## src/rtl/bus_interconnect.sv

```systemverilog
// Table-driven address decoder and response mux between the picorv32 native
// bus and N memory-mapped slaves, with a timeout watchdog and error capture.
module bus_interconnect #(
  parameter int                         NUM_SLAVES     = 5,
  parameter logic [NUM_SLAVES*32-1:0]   SLV_BASE       = {NUM_SLAVES{32'h0}},
  parameter logic [NUM_SLAVES*32-1:0]   SLV_MASK       = {NUM_SLAVES{32'hFFFF_FFFF}},
  parameter int                         TIMEOUT_CYCLES = 256,
  parameter logic [31:0]                ERR_RDATA      = 32'hDEAD_BEEF
) (
  input  logic                     clk,
  input  logic                     reset_n,
  input  logic                     mem_valid,
  input  logic [31:0]              mem_addr,
  output logic                     mem_ready,
  output logic [31:0]              mem_rdata,
  output logic [NUM_SLAVES-1:0]    slv_sel,
  input  logic [NUM_SLAVES-1:0]    slv_ready,
  input  logic [NUM_SLAVES*32-1:0] slv_rdata,
  input  logic                     err_clear,
  output logic                     err_irq,
  output logic [31:0]              err_addr,
  output logic [7:0]               err_count
);

  localparam int IDX_W = (NUM_SLAVES > 1) ? $clog2(NUM_SLAVES) : 1;
  localparam int CNT_W = (TIMEOUT_CYCLES > 0) ? $clog2(TIMEOUT_CYCLES + 1) : 1;
  localparam logic [CNT_W-1:0] CNT_LAST = (TIMEOUT_CYCLES > 0) ? CNT_W'(TIMEOUT_CYCLES - 1) : '0;
  localparam logic TMO_EN = (TIMEOUT_CYCLES != 0);

  typedef enum logic [1:0] {
    IDLE = 2'd0,
    BUSY = 2'd1,
    ERR  = 2'd2
  } state_e;

  function automatic logic [7:0] sat_inc8(input logic [7:0] v);
    return (v == 8'hFF) ? v : v + 8'd1;
  endfunction

  state_e                 state_q, state_d;
  logic [IDX_W-1:0]       idx_q, idx_d;
  logic [NUM_SLAVES-1:0]  sel_q, sel_d;
  logic [CNT_W-1:0]       cnt_q, cnt_d;
  logic                   err_irq_q, err_irq_d;
  logic [31:0]            err_addr_q, err_addr_d;
  logic [7:0]             err_count_q, err_count_d;

  logic                   hit_s;
  logic [IDX_W-1:0]       hit_idx_s;
  logic                   sel_ready_s;
  logic [31:0]            sel_rdata_s;
  logic                   mem_ready_s;
  logic [31:0]            mem_rdata_s;

  // Address decode; scanning downward lets the lowest matching index win.
  always_comb begin
    hit_s     = 1'b0;
    hit_idx_s = '0;
    for (int i = NUM_SLAVES - 1; i >= 0; i--) begin
      hit_idx_s = ((mem_addr & SLV_MASK[32*i +: 32]) == SLV_BASE[32*i +: 32]) ? IDX_W'(i) : hit_idx_s;
      hit_s     = hit_s | ((mem_addr & SLV_MASK[32*i +: 32]) == SLV_BASE[32*i +: 32]);
    end
  end

  // Ready and read data of the latched slave only; other slaves are ignored.
  always_comb begin
    sel_ready_s = 1'b0;
    sel_rdata_s = 32'h0;
    for (int i = 0; i < NUM_SLAVES; i++) begin
      sel_ready_s = (idx_q == IDX_W'(i)) ? slv_ready[i] : sel_ready_s;
      sel_rdata_s = (idx_q == IDX_W'(i)) ? slv_rdata[32*i +: 32] : sel_rdata_s;
    end
  end

  // Next-state logic for the transaction FSM, watchdog and error capture.
  always_comb begin
    state_d     = state_q;
    idx_d       = idx_q;
    sel_d       = sel_q;
    cnt_d       = cnt_q;
    err_irq_d   = 1'b0;
    err_addr_d  = err_addr_q;
    err_count_d = err_count_q;
    if (err_clear) begin
      err_addr_d  = 32'h0;
      err_count_d = 8'h0;
    end else begin
      err_addr_d  = err_addr_q;
      err_count_d = err_count_q;
    end
    case (state_q)
      IDLE: begin
        if (mem_valid && hit_s) begin
          idx_d   = hit_idx_s;
          cnt_d   = '0;
          state_d = BUSY;
          for (int i = 0; i < NUM_SLAVES; i++) begin
            sel_d[i] = (hit_idx_s == IDX_W'(i));
          end
        end else if (mem_valid) begin
          state_d   = ERR;
          err_irq_d = 1'b1;
        end else begin
          state_d = IDLE;
        end
      end
      BUSY: begin
        if (!mem_valid) begin
          sel_d   = '0;
          state_d = IDLE;
        end else if (sel_ready_s) begin
          sel_d   = '0;
          state_d = IDLE;
        end else if (TMO_EN && (cnt_q == CNT_LAST)) begin
          sel_d     = '0;
          state_d   = ERR;
          err_irq_d = 1'b1;
        end else begin
          cnt_d = (cnt_q == {CNT_W{1'b1}}) ? cnt_q : cnt_q + CNT_W'(1);
        end
      end
      ERR: begin
        // A fault in the same cycle as a clear still gets recorded.
        state_d     = IDLE;
        err_addr_d  = mem_addr;
        err_count_d = err_clear ? 8'd1 : sat_inc8(err_count_q);
      end
      default: begin
        state_d = IDLE;
        sel_d   = '0;
      end
    endcase
  end

  // Response to the CPU: slave data on a qualified ready, fixed pattern on error.
  always_comb begin
    mem_ready_s = 1'b0;
    mem_rdata_s = 32'h0;
    case (state_q)
      BUSY: begin
        if (mem_valid && sel_ready_s) begin
          mem_ready_s = 1'b1;
          mem_rdata_s = sel_rdata_s;
        end else begin
          mem_ready_s = 1'b0;
          mem_rdata_s = 32'h0;
        end
      end
      ERR: begin
        mem_ready_s = 1'b1;
        mem_rdata_s = ERR_RDATA;
      end
      default: begin
        mem_ready_s = 1'b0;
        mem_rdata_s = 32'h0;
      end
    endcase
  end

  // State registers.
  always_ff @(posedge clk or negedge reset_n) begin
    if (!reset_n) begin
      state_q     <= IDLE;
      idx_q       <= '0;
      sel_q       <= '0;
      cnt_q       <= '0;
      err_irq_q   <= 1'b0;
      err_addr_q  <= 32'h0;
      err_count_q <= 8'h0;
    end else begin
      state_q     <= state_d;
      idx_q       <= idx_d;
      sel_q       <= sel_d;
      cnt_q       <= cnt_d;
      err_irq_q   <= err_irq_d;
      err_addr_q  <= err_addr_d;
      err_count_q <= err_count_d;
    end
  end

  assign slv_sel   = sel_q;
  assign mem_ready = mem_ready_s;
  assign mem_rdata = mem_rdata_s;
  assign err_irq   = err_irq_q;
  assign err_addr  = err_addr_q;
  assign err_count = err_count_q;

endmodule

```

## config.mk

```make
export PLATFORM = sky130hd
export DESIGN_NAME = bus_interconnect
export DESIGN_NICKNAME = d
export VERILOG_FILES = /design/src/rtl/bus_interconnect.sv
export SDC_FILE = /design/constraint.sdc
export NUM_CORES = 1
export LEC_CHECK = 0
export BUFFER_PORTS_ARGS = -buffer_cell sky130_fd_sc_hd__buf_4
export CORE_ASPECT_RATIO = 0.7
export CORE_MARGIN = 10
export CORE_UTILIZATION = 38
export CTS_CLUSTER_DIAMETER = 200
export DETAILED_ROUTE_END_ITERATION = 8
export PLACE_DENSITY = 0.88
export SLEW_MARGIN = 40
export SYNTH_ARGS = -nofsm -noshare
export SYNTH_HDL_FRONTEND = slang
export SYNTH_SLANG_ARGS = --single-unit
```

## constraint.sdc

```tcl
create_clock -name clk -period 5.1 [get_ports clk]
set_clock_uncertainty 0.2 [all_clocks]
set_input_delay 0.765 -clock clk [delete_from_list [all_inputs] [get_ports clk]]
set_output_delay 0.765 -clock clk [all_outputs]
set_load 0.05 [all_outputs]
```

Word level (Yosys, flattened, before mapping)
Index checks and enable logic that the tools add are counted.
{ "op_classes": {"n_bitwise": 1, "div": 0, "order_cmp": 0, "eq_ne": 12, "n_shift": 0, "n_addsub": 2, "n_reduce_logical": 9, "mux": 33, "multipliers": 0} }
{ "op_table": {"columns": ["op", "n"], "rows": [
  ["32-bit two-way mux", 3],
  ["32-bit one-hot mux with 2 select lines", 1],
  ["9-bit two-way mux", 5],
  ["32-bit zero test", 1],
  ["8-bit two-way mux", 4],
  ["5-bit two-way mux", 4],
  ["9-bit one-hot mux with 2 select lines", 1],
  ["5-bit one-hot mux with 3 select lines", 1],
  ["2-bit != test (second input constant)", 6],
  ["2-bit two-way mux", 5],
  ["9-bit by 1-bit adder with 9-bit output (second input constant)", 1],
  ["9-bit by 8-bit == test with 1-bit output (second input constant)", 1],
  ["9-bit == test (second input constant)", 1],
  ["8-bit by 1-bit adder with 8-bit output (second input constant)", 1],
  ["8-bit == test (second input constant)", 1],
  ["1-bit two-way mux", 6],
  ["6-bit AND reduction", 1],
  ["4-bit != test (second input constant)", 1],
  ["1-bit one-hot mux with 2 select lines", 2],
  ["2-bit one-hot mux with 2 select lines", 1],
  ["2-bit nonzero test", 2],
  ["3-bit AND reduction", 1],
  ["2-bit by 1-bit == test with 1-bit output (second input constant)", 1],
  ["2-bit == test (second input constant)", 1],
  ["other kinds (4)", 5]
]} }
{ "word_totals": {"romBits": 0, "latch_bits": 0, "ramBits": 0, "elab_cells": 63, "reg_bits": 57, "inputBits": 201, "output_inout_bits": 79, "memories": 0} }

Depth between registers and ports, before layout
Gate-level depths: netlist of run 1.
{ "depth": {"ltp_word": 6, "depth_mapped": 11} }

Worst setup path before layout of run 1
Ideal clock, no wire load.
{ "synth_path": {"path_type": "reg-to-output", "start": "register state_q[1]", "end": "output mem_rdata[0]", "required_ns": 4.135, "t_arrival_ns": 2.458, "stages_incl_launch_ff": 8, "setup_slack_ns": 1.677, "path_buffers": 2, "path_cell_list": "dfrtp_1 -> inv_1 -> ha_1 -> buf_2 -> nand2_1 -> o21ai_1 -> clkbuf_1 -> o21a_1"} }
{ "synth_via": {"elab_chain_len": 2, "word_cells_on_any_way": 3, "classes_between": "eq/ne (2); mux (1)"} }
{ "synth_lines": {"columns": ["item", "line_no", "rtl"], "rows": [
  ["start: declaration", "40", "state_e state_q, state_d;"],
  ["start signal: assignment", "171", "state_q <= state_d;"],
  ["2-bit == test / 2-bit by 1-bit == test with 1-bit output (equally long branches)", "139", "case (state_q)"],
  ["32-bit one-hot mux with 2 select lines *", "139", null],
  ["end: declaration", "15", "output logic [31:0] mem_rdata,"]
]} }
Every way passes the cells marked *; elsewhere a longest branch is shown, timed or not.

Final worst setup path of run 1
{ "layout_path": {"start": "register state_q[0]", "end": "output mem_rdata[6]"} }
The elaborated chain is that of the path after synthesis.

==> impl_metrics.csv, run 1 <==
group,metric,value,unit
logic_synthesis,yosys-mux-area-fraction,0.0129,
clock_tree,clk_pin_slew,100,ps
floorplanning,io_pins,280,
logic_synthesis,avgSynthCellArea,10.1,sq um
clock_tree,numCtsBuffers,5,
logic_synthesis,yosys_warnings,0,
logic_synthesis,synthCells,269,
timing,hold_viol,0,
cells_and_area,layout_common_cells,"buf_4 (143), dfrtp_1 (53), a22o_1 (30)",
cells_and_area,drive_above_1_share,0.402,
critical_path,critPathMaxFanout,58,
timing,rsz0062_at_grt,"false",
global_route,grt_max_degree,59,
cells_and_area,layout_commonest_cell,"buf_4",
critical_path,critPathTopFamily,"compound AO/OA/AOI/OAI gates",
global_route,grt_pass1_wl,13.8,mm
drt,first_pass_iters,4,
placement,hpwl,6.88,mm
critical_path,endpoint_kind,"output pin",
logic_synthesis,synth_area_leaders,"dfrtp_1 (49%), a22o_1 (9.7%), o21a_1 (4.4%)",
pwr,p_leak,1.96,nW
logic_synthesis,synth_edf_count,0,
logic_synthesis,synth_compound_area_frac,0.212,
timing,timing.fmax,0.281,GHz
critical_path,max_stage_delay,570,ps
hold_path,min_path_type,"primary input to async pin",
timing,setup_viol,0,
status,status,"completed",
logic_synthesis,yosysTopAreaCell,"dfrtp_1",
floorplanning,die_y,90.7,um
placement,gp_congestion,0.778,
floorplanning,row_count,25,
floorplanning,placeableCoreArea,6850,sq um
cells_and_area,design_area,3940,sq um
clock_tree,cts_sinks,53,
cells_and_area,multiInputGateArea,1290,sq um
timing,slew_headroom,0.497,
timing,worst_pin_slew,749,ps
clock_tree,cts_setup_buffers,0,
critical_path,arrival,2590,ps
cells_and_area,fin_nets,612,
critical_path,start_kind,"flop",
critical_path,required,4140,ps
timing,period_needed,3560,ps
logic_synthesis,synth-seq-cells,53,
flow_run,drv_cap,0,
drt,drtAntennaViolNets,0,
floorplanning,die_x,121,um
placement,numPortBuffers,143,
timing,fin_tns_setup,0,ps
drt,wl,8.83,mm
drt,drt_iter0_drc,225,
cells_and_area,area_growth,45.2,%
timing,drv_slew,0,
global_route,grt_antenna_before_repair,0,
timing,finalCritPeriodShare,0.698,
clock_tree,holdBufCountCts,0,
cells_and_area,seq_area,1330,sq um
drt,drc,0,
clock_tree,cts_root_buf,"clkbuf_8",
cells_and_area,nFillCells,562,
critical_path,cp_slowest_cell,"ha_4",
cells_and_area,diodes,0,
placement,postPlaceCellArea,3850,sq um
logic_synthesis,yosys.area_share.adder,0.0323,
drt,wl_per_cell,17.7,um
logic_synthesis,yosysUniqueCellTypes,39,
clock_tree,cts_resized,0,
critical_path,cp_cell_sequence,"inv_1, ha_4, nand2_1, o21ai_2, o21a_1, buf_4",
logic_synthesis,synth_top_family_by_area,"compound AO/OA/AOI/OAI gates",
critical_path,crit_buf_inv,2,
logic_synthesis,async_flop_share,1.00,
logic_synthesis,seq_area_frac_synth,0.489,
clock_tree,htree_levels,2,
logic_synthesis,synth_xor_area_frac,0.00646,
logic_synthesis,syn_area,2710,sq um
global_route,overflow,0,
logic_synthesis,synth_ff_type,"dfrtp_1",
global_route,first_global_vias,2682,
logic_synthesis,synth.top_cell.area_share,0.489,
pwr,power.density,253,nW/um^2
clock_tree,cts_buffer_depth,2,
critical_path,worstSetupPathType,"flop to output pin",
drt,vias,2663,
clock_tree,tritoncts,"yes",
floorplanning,die_area,11000,sq um
global_route,grt_usage,0.154,
logic_synthesis,synth_simple_gate_area_share,0.195,
drt,vias_per_cell,5.34,
clock_tree,insertion_delay,320,ps
floorplanning,start_util,0.396,
pwr,ir_worst_vdd,0.121,mV
-- power breakdown --
group / leakage (nW) / switching (mW) / internal (mW) / total (mW)
clock: 0.0374 / 0.144 / 0.0971 / 0.241
combinational: 1.26 / 0.193 / 0.102 / 0.295
sequential: 0.662 / 0.0153 / 0.444 / 0.459
total: 1.96 / 0.353 / 0.643 / 0.996
-- metrics by stage --
step                      worst slack, ps  hold slack [ps]  cells  power, mW  utilization
final                                1540              264    499      0.996        0.575
after global routing                 1340              315    499       1.04        0.575
after CTS                            1500              295    499       1.00        0.574
after detailed placement             1780              281    491      0.764        0.561
after global placement               1240              281    491      0.757        0.559
after floorplan                      1680              269    272      0.640            -
-- flip-flops by register name, indices dropped and copies added (netlist names) --
name	count
cnt_q	9
state_q	2
err_irq	1
err_count	8
slv_sel	1
err_addr	32
-- worst paths after layout --
path | slack [ps] | start | to | cells after the start
setup / recovery | 1540 | state_q[0] | mem_rdata[6] | 6
hold / removal | 260 | reset_n | err_addr[3] | 1
setup reg to reg | 1760 | cnt_q[0] | cnt_q[0] | 10
hold reg to reg | 310 | err_addr[30] | err_addr[30] | 1
max in group asynchronous | 3970 | reset_n | err_count[5] | 1
min in group clk | 310 | err_addr[30] | err_addr[30] | 1
-- layout make-up --
cell class                 instances  area share
sequential                        53       0.337
multi-input combinational        189       0.327
timing repair buffer             143       0.273
tap                               94      0.0299
clock buffer                       6      0.0184
inverter                          12      0.0114
clock inverter                     2     0.00381
-- metal layers --
metal / wire (um) / track usage
met5: 0 / 0
met2: 4080 / 0.241
met4: 97 / 0.0401
met1: 3680 / 0.185
met3: 970 / 0.0693
-- synthesized netlist by cell type, types with 3 or more instances --
cell,instances
nor4_2,4
clkbuf_1,11
o2111ai_1,3
buf_4,4
o21a_1,16
and2_1,8
o21ai_0,9
nand2_1,27
dfrtp_1,53
a22o_1,30
nor4_1,5
and3_1,3
nor3_1,12
nand3_1,12
nand4_1,4
o211ai_1,4
inv_1,12
ha_1,7
nor2_1,18
-- logic make-up (layout without fill, tap and decap cells) --
| group | Yosys count | after routing |
|---|---|---|
| flops | 53 | 53 |
| fa+ha+maj | 7 | 7 |
| compound gates | 74 | 74 |
| other cells | 1 | 4 |
| xor+xnor | 2 | 2 |
| simple gates | 99 | 99 |
| mux | 3 | 3 |
| buf+inv | 30 | 163 |
No activity file was read; power rests on OpenSTA's default activity.
==> run 2, diff against run 1 <==
CORE_UTILIZATION = 36   (was 38)
PLACE_DENSITY = 0.84   (was 0.88)
clock period = 3.28 ns   (was 5.1 ns; I/O delays follow)
==> run 2 against run 1 <==
The run now ends with hold timing left. Combinational power up 54%. Clock power up 110%. Critical path depth increased by 5. Via count fell by 2.6%. Largest power group unchanged. Routed wire length fell by 2.6%. Register-to-register slack lost 1500 ps. Sequential power is 56% higher. Critical endpoint is now cnt_q[1]. Largest cell class unchanged. Non-clock buffer count is 7 higher. Core utilization decreased by 2.5 points. Cell area up 2.2%. Clock-buffer cell count is 1 lower.
==> impl_metrics.csv, run 2 (synthesized netlist as in run 1, its figures left out) <==
group,metric,value,unit
pwr,ir_worst_vdd,0.234,mV
floorplanning,placeableCoreArea,7320,sq um
critical_path,max_stage_delay,420,ps
floorplanning,io_pins,280,
floorplanning,die_x,124,um
clock_tree,holdBufCountCts,0,
cells_and_area,nFillCells,631,
drt,vias,2594,
clock_tree,tritoncts,"yes",
critical_path,cp_cell_sequence,"ha_1, and3_1, nand3_1, nor3_2, ha_1, nand4bb_2, a2bb2oi_1, nor4b_4, or2_1, buf_4, mux2i_1",
critical_path,arrival,3040,ps
placement,numPortBuffers,143,
clock_tree,cts_buffer_depth,2,
floorplanning,start_util,0.370,
cells_and_area,layout_common_cells,"buf_4 (150), dfrtp_1 (53), a22o_1 (30)",
clock_tree,cts_setup_buffers,0,
status,status,"complete, but fails checks",
timing,finalCritPeriodShare,0.920,
drt,drtAntennaViolNets,0,
timing,timing.fmax,0.332,GHz
timing,rsz0062_at_grt,"false",
drt,wl_per_cell,16.9,um
clock_tree,cts_root_buf,"clkbuf_8",
floorplanning,die_area,11500,sq um
timing,worst_pin_slew,805,ps
drt,drt_iter0_drc,192,
hold_path,min_path_type,"primary input to async pin",
clock_tree,insertion_delay,300,ps
timing,slew_headroom,0.459,
timing,setup_viol,0,
floorplanning,row_count,26,
pwr,power,1.68,mW
cells_and_area,largest_reg_flops,32,
cells_and_area,diodes,0,
global_route,first_global_vias,2629,
clock_tree,cts_sinks,53,
pwr,power.density,419,nW/um^2
placement,gp_congestion,0.826,
pwr,p_leak,2.02,nW
cells_and_area,layout_commonest_cell,"buf_4",
global_route,grt_max_degree,58,
clock_tree,htree_levels,2,
critical_path,critPathMaxFanout,6,
critical_path,start_kind,"flop",
global_route,grt_pass1_wl,13.5,mm
timing,hold_viol,1,
critical_path,cp_slowest_cell,"dfrtp_1",
cells_and_area,fin_nets,619,
timing,timing.hold.ws,-3.76,ps
global_route,overflow,0,
drt,wl,8.60,mm
placement,hpwl,6.76,mm
cells_and_area,drive_above_1_share,0.413,
drt,vias_per_cell,5.09,
timing,fin_tns_setup,0,ps
critical_path,crit_buf_inv,1,
critical_path,worstSetupPathType,"flop to flop",
clock_tree,cts_resized,0,
global_route,grt_usage,0.144,
clock_tree,clk_pin_slew,90,ps
critical_path,required,3300,ps
cells_and_area,design_area,4020,sq um
status,violations,"hold timing",
critical_path,endpoint_kind,"flop",
critical_path,crit_path_frequent_cell,"ha_1",
critical_path,critPathTopFamily,"simple AND/OR/NAND/NOR gates",
floorplanning,die_y,92.6,um
drt,first_pass_iters,4,
placement,postPlaceCellArea,3880,sq um
drt,drc,0,
cells_and_area,area_growth,48.4,%
timing,period_needed,3020,ps
global_route,grt_antenna_before_repair,0,
flow_run,drv_cap,0,
clock_tree,numCtsBuffers,5,
timing,drv_slew,0,
## run 2: changes by cell type in the layout (fill, tap and decap cells not counted), sizes merged
| cell | change |
|---|---|
| buf | +7 |
| bufinv | +2 |
| clkinvlp | -2 |
| clkbuf | -1 |
| clkinv | +1 |
## run 2: final timing paths
check | startpoint | endpoint | slack [ps] | cells past startpoint
worst max register to register | cnt_q[0] | cnt_q[1] | 260 | 11
min in group clk | err_clear | err_count[7] | 220 | 2
worst max-delay path | cnt_q[0] | cnt_q[1] | 260 | 11
max in group asynchronous | reset_n | err_addr[10] | 2420 | 1
worst min-delay path | reset_n | err_count[6] | -4 | 1
worst min register to register | err_addr[28] | err_addr[28] | 310 | 1
## run 2: per-layer routing
layer | wire length (um) | vias to the layer above | GRT usage
met5 | 0 | - | 0
met4 | 85 | 0 | 0.0329
met3 | 875 | 10 | 0.0558
met2 | 4070 | 111 | 0.225
met1 | 3570 | 1219 | 0.184
li1 | - | 1254 | -
## run 2: worst register-to-register path, cell delays in order, from the launching register on
cell and delay, ps:
dfrtp_1 420, ha_1 240, and3_1 220, nand3_1 150, nor3_2 80, ha_1 210, nand4bb_2 280, a2bb2oi_1 200
nor4b_4 280, or2_1 290, buf_4 190, mux2i_1 190
## run 2: stage by stage
step           setup slack (ps)  cells  utilization  hold WS [ps]
4_1_cts                     233    510        0.549          33.7
2_1_floorplan               130    272            -         -3.59
3_5_place_dp                259    502        0.531           283
3_3_place_gp                392    502        0.531           282
5_1_grt                    87.1    510        0.550          47.9
6_report                    264    510        0.550         -3.76
## run 2: where the power goes
group	switching (mW)	internal [mW]	leakage (nW)
Sequential	0.0249	0.690	0.662
Combinational	0.297	0.158	1.29
Clock	0.211	0.303	0.0681
## run 2: cell type report
class,instances,area (sq um),share of cell area
Clock buffer,5,68.8,0.0171
Clock inverter,3,65.1,0.0162
Inverter,12,45.0,0.0112
Multi-Input combinational cell,189,1270,0.316
Sequential cell,53,1330,0.330
Tap cell,98,123,0.0305
Timing Repair Buffer,150,1130,0.280
==> run 3, diff against run 2 <==
clock period = 2.9 ns   (was 3.28 ns; I/O delays follow)
==> run 3 against run 2 <==
The flow now finishes without violations. Routed wire length increased by 6.9%. Global-route usage increased by 0.61 points. Sequential share of layout area decreased by 0.17 points. Flip-flop and latch count unchanged. Critical path depth decreased by 1. Clock-buffer cell count increased by 2. Clock power decreased by 21%. Setup slack got worse by 95 ps. Power increased by 3.1%. Register-to-register slack got worse by 90 ps.
==> impl_metrics.csv, run 3 (synthesized netlist as in run 1, its figures left out) <==
group,metric,value,unit
floorplanning,row_count,26,
cells_and_area,design_area,4050,sq um
critical_path,start_kind,"flop",
timing,fin_ws,169,ps
hold_path,min_path_type,"primary input to flop",
clock_tree,insertion_delay,300,ps
timing,timing.fmax,0.366,GHz
global_route,grt_pass1_wl,14.0,mm
cells_and_area,layout_common_cells,"buf_4 (153), dfrtp_1 (53), a22o_1 (30)",
drt,drtAntennaViolNets,0,
cells_and_area,utilization,0.553,
critical_path,arrival,2730,ps
timing,hold_viol,0,
timing,setup_viol,0,
pwr,power,1.74,mW
timing,finalCritPeriodShare,0.942,
floorplanning,start_util,0.370,
floorplanning,die_y,92.6,um
global_route,first_global_vias,2763,
timing,slew_headroom,0.482,
global_route,grt_antenna_before_repair,0,
drt,vias_per_cell,5.21,
floorplanning,io_pins,280,
clock_tree,clk_pin_slew,90,ps
cells_and_area,fin_nets,624,
status,status,"completed",
cells_and_area,drive_above_1_share,0.420,
pwr,p_leak,2.02,nW
drt,wl,9.19,mm
placement,numPortBuffers,143,
floorplanning,die_x,124,um
timing,drv_slew,0,
global_route,grt_max_degree,58,
placement,postPlaceCellArea,3910,sq um
drt,vias,2684,
pwr,power.density,429,nW/um^2
global_route,overflow,0,
drt,drc,0,
clock_tree,htree_levels,2,
critical_path,critPathMaxFanout,4,
pwr,ir_worst_vdd,0.258,mV
critical_path,worstSetupPathType,"flop to flop",
flow_run,drv_cap,0,
placement,place_ws,-18.3,ps
placement,hpwl,7.17,mm
drt,wl_per_cell,17.8,um
timing,period_needed,2730,ps
placement,gp_congestion,0.925,
critical_path,endpoint_kind,"flop",
cells_and_area,diodes,0,
floorplanning,placeableCoreArea,7320,sq um
floorplanning,die_area,11500,sq um
cells_and_area,largest_reg_flops,32,
clock_tree,numCtsBuffers,5,
clock_tree,cts_sinks,53,
cells_and_area,area_growth,49.2,%
critical_path,required,2900,ps
clock_tree,tritoncts,"yes",
drt,first_pass_iters,5,
clock_tree,cts_buffer_depth,2,
timing,worst_pin_slew,771,ps
cells_and_area,layout_commonest_cell,"buf_4",
drt,drt_iter0_drc,94,
clock_tree,cts_root_buf,"clkbuf_8",
timing,rsz0062_at_grt,"false",
global_route,grt_usage,0.150,
==> run 3: metal layers <==
metal,part of all wire,vias up,global-route usage
li1,-,1261,-
met1,0.40,1278,0.176
met2,0.46,138,0.249
met3,0.13,7,0.0637
met4,0.0079,0,0.0348
met5,0,-,0
==> run 3: power breakdown <==
part	internal (mW)	switching [mW]
registers	0.781	0.0284
clock network	0.171	0.237
logic	0.181	0.339
total	1.13	0.604
==> run 3: metrics by stage <==
stage                     std cells  setup TNS, ps  hold WS (ps)
after floorplan                 272              0         -60.6
after global placement          505              0           280
after detailed placement        505          -26.0           282
after CTS                       514              0           153
after global routing            515              0           158
final                           515              0           163
==> run 3: area by class of cell <==
class | instances | area (sq um)
Fill cell | 664 | 3270
Sequential cell | 53 | 1330
Multi-Input combinational cell | 189 | 1300
Timing Repair Buffer | 155 | 1170
Tap cell | 98 | 123
Clock buffer | 7 | 76.3
Inverter | 12 | 45.0
Clock inverter | 1 | 7.51
==> run 3: timing repair <==
item / in CTS / in global routing
gates cloned: 0 / 0
hold endpoints to repair: 53 / 0
setup buffers: 0 / 1
gates resized for setup: 1 / 5
pin swaps: 0 / 1
hold buffers: 1 / 0
endpoints found under the setup margin: 9 / 9
==> run 3: path summary, 6_finish.rpt <==
check / from / endpoint / slack [ps] / cells after the start
worst max-delay path: cnt_q[0] / cnt_q[0] / 170 / 10
worst min-delay path: mem_addr[7] / err_addr[7] / 160 / 2
worst max register to register: cnt_q[0] / cnt_q[0] / 170 / 10
worst min register to register: err_addr[12] / err_addr[12] / 300 / 1
max in group asynchronous: reset_n / err_count[0] / 1560 / 2
min in group asynchronous: reset_n / err_addr[3] / 480 / 2
==> run 3: critical path, cell delays in order, from the launching register on <==
cell and delay (ps):
dfrtp_1 420, ha_1 240, and3_4 200, nand3_2 100, nor3_2 60, ha_1 210, nand4bb_4 250, a2bb2oi_2 190
nor4b_4 270, or2_1 190, mux2_4 310
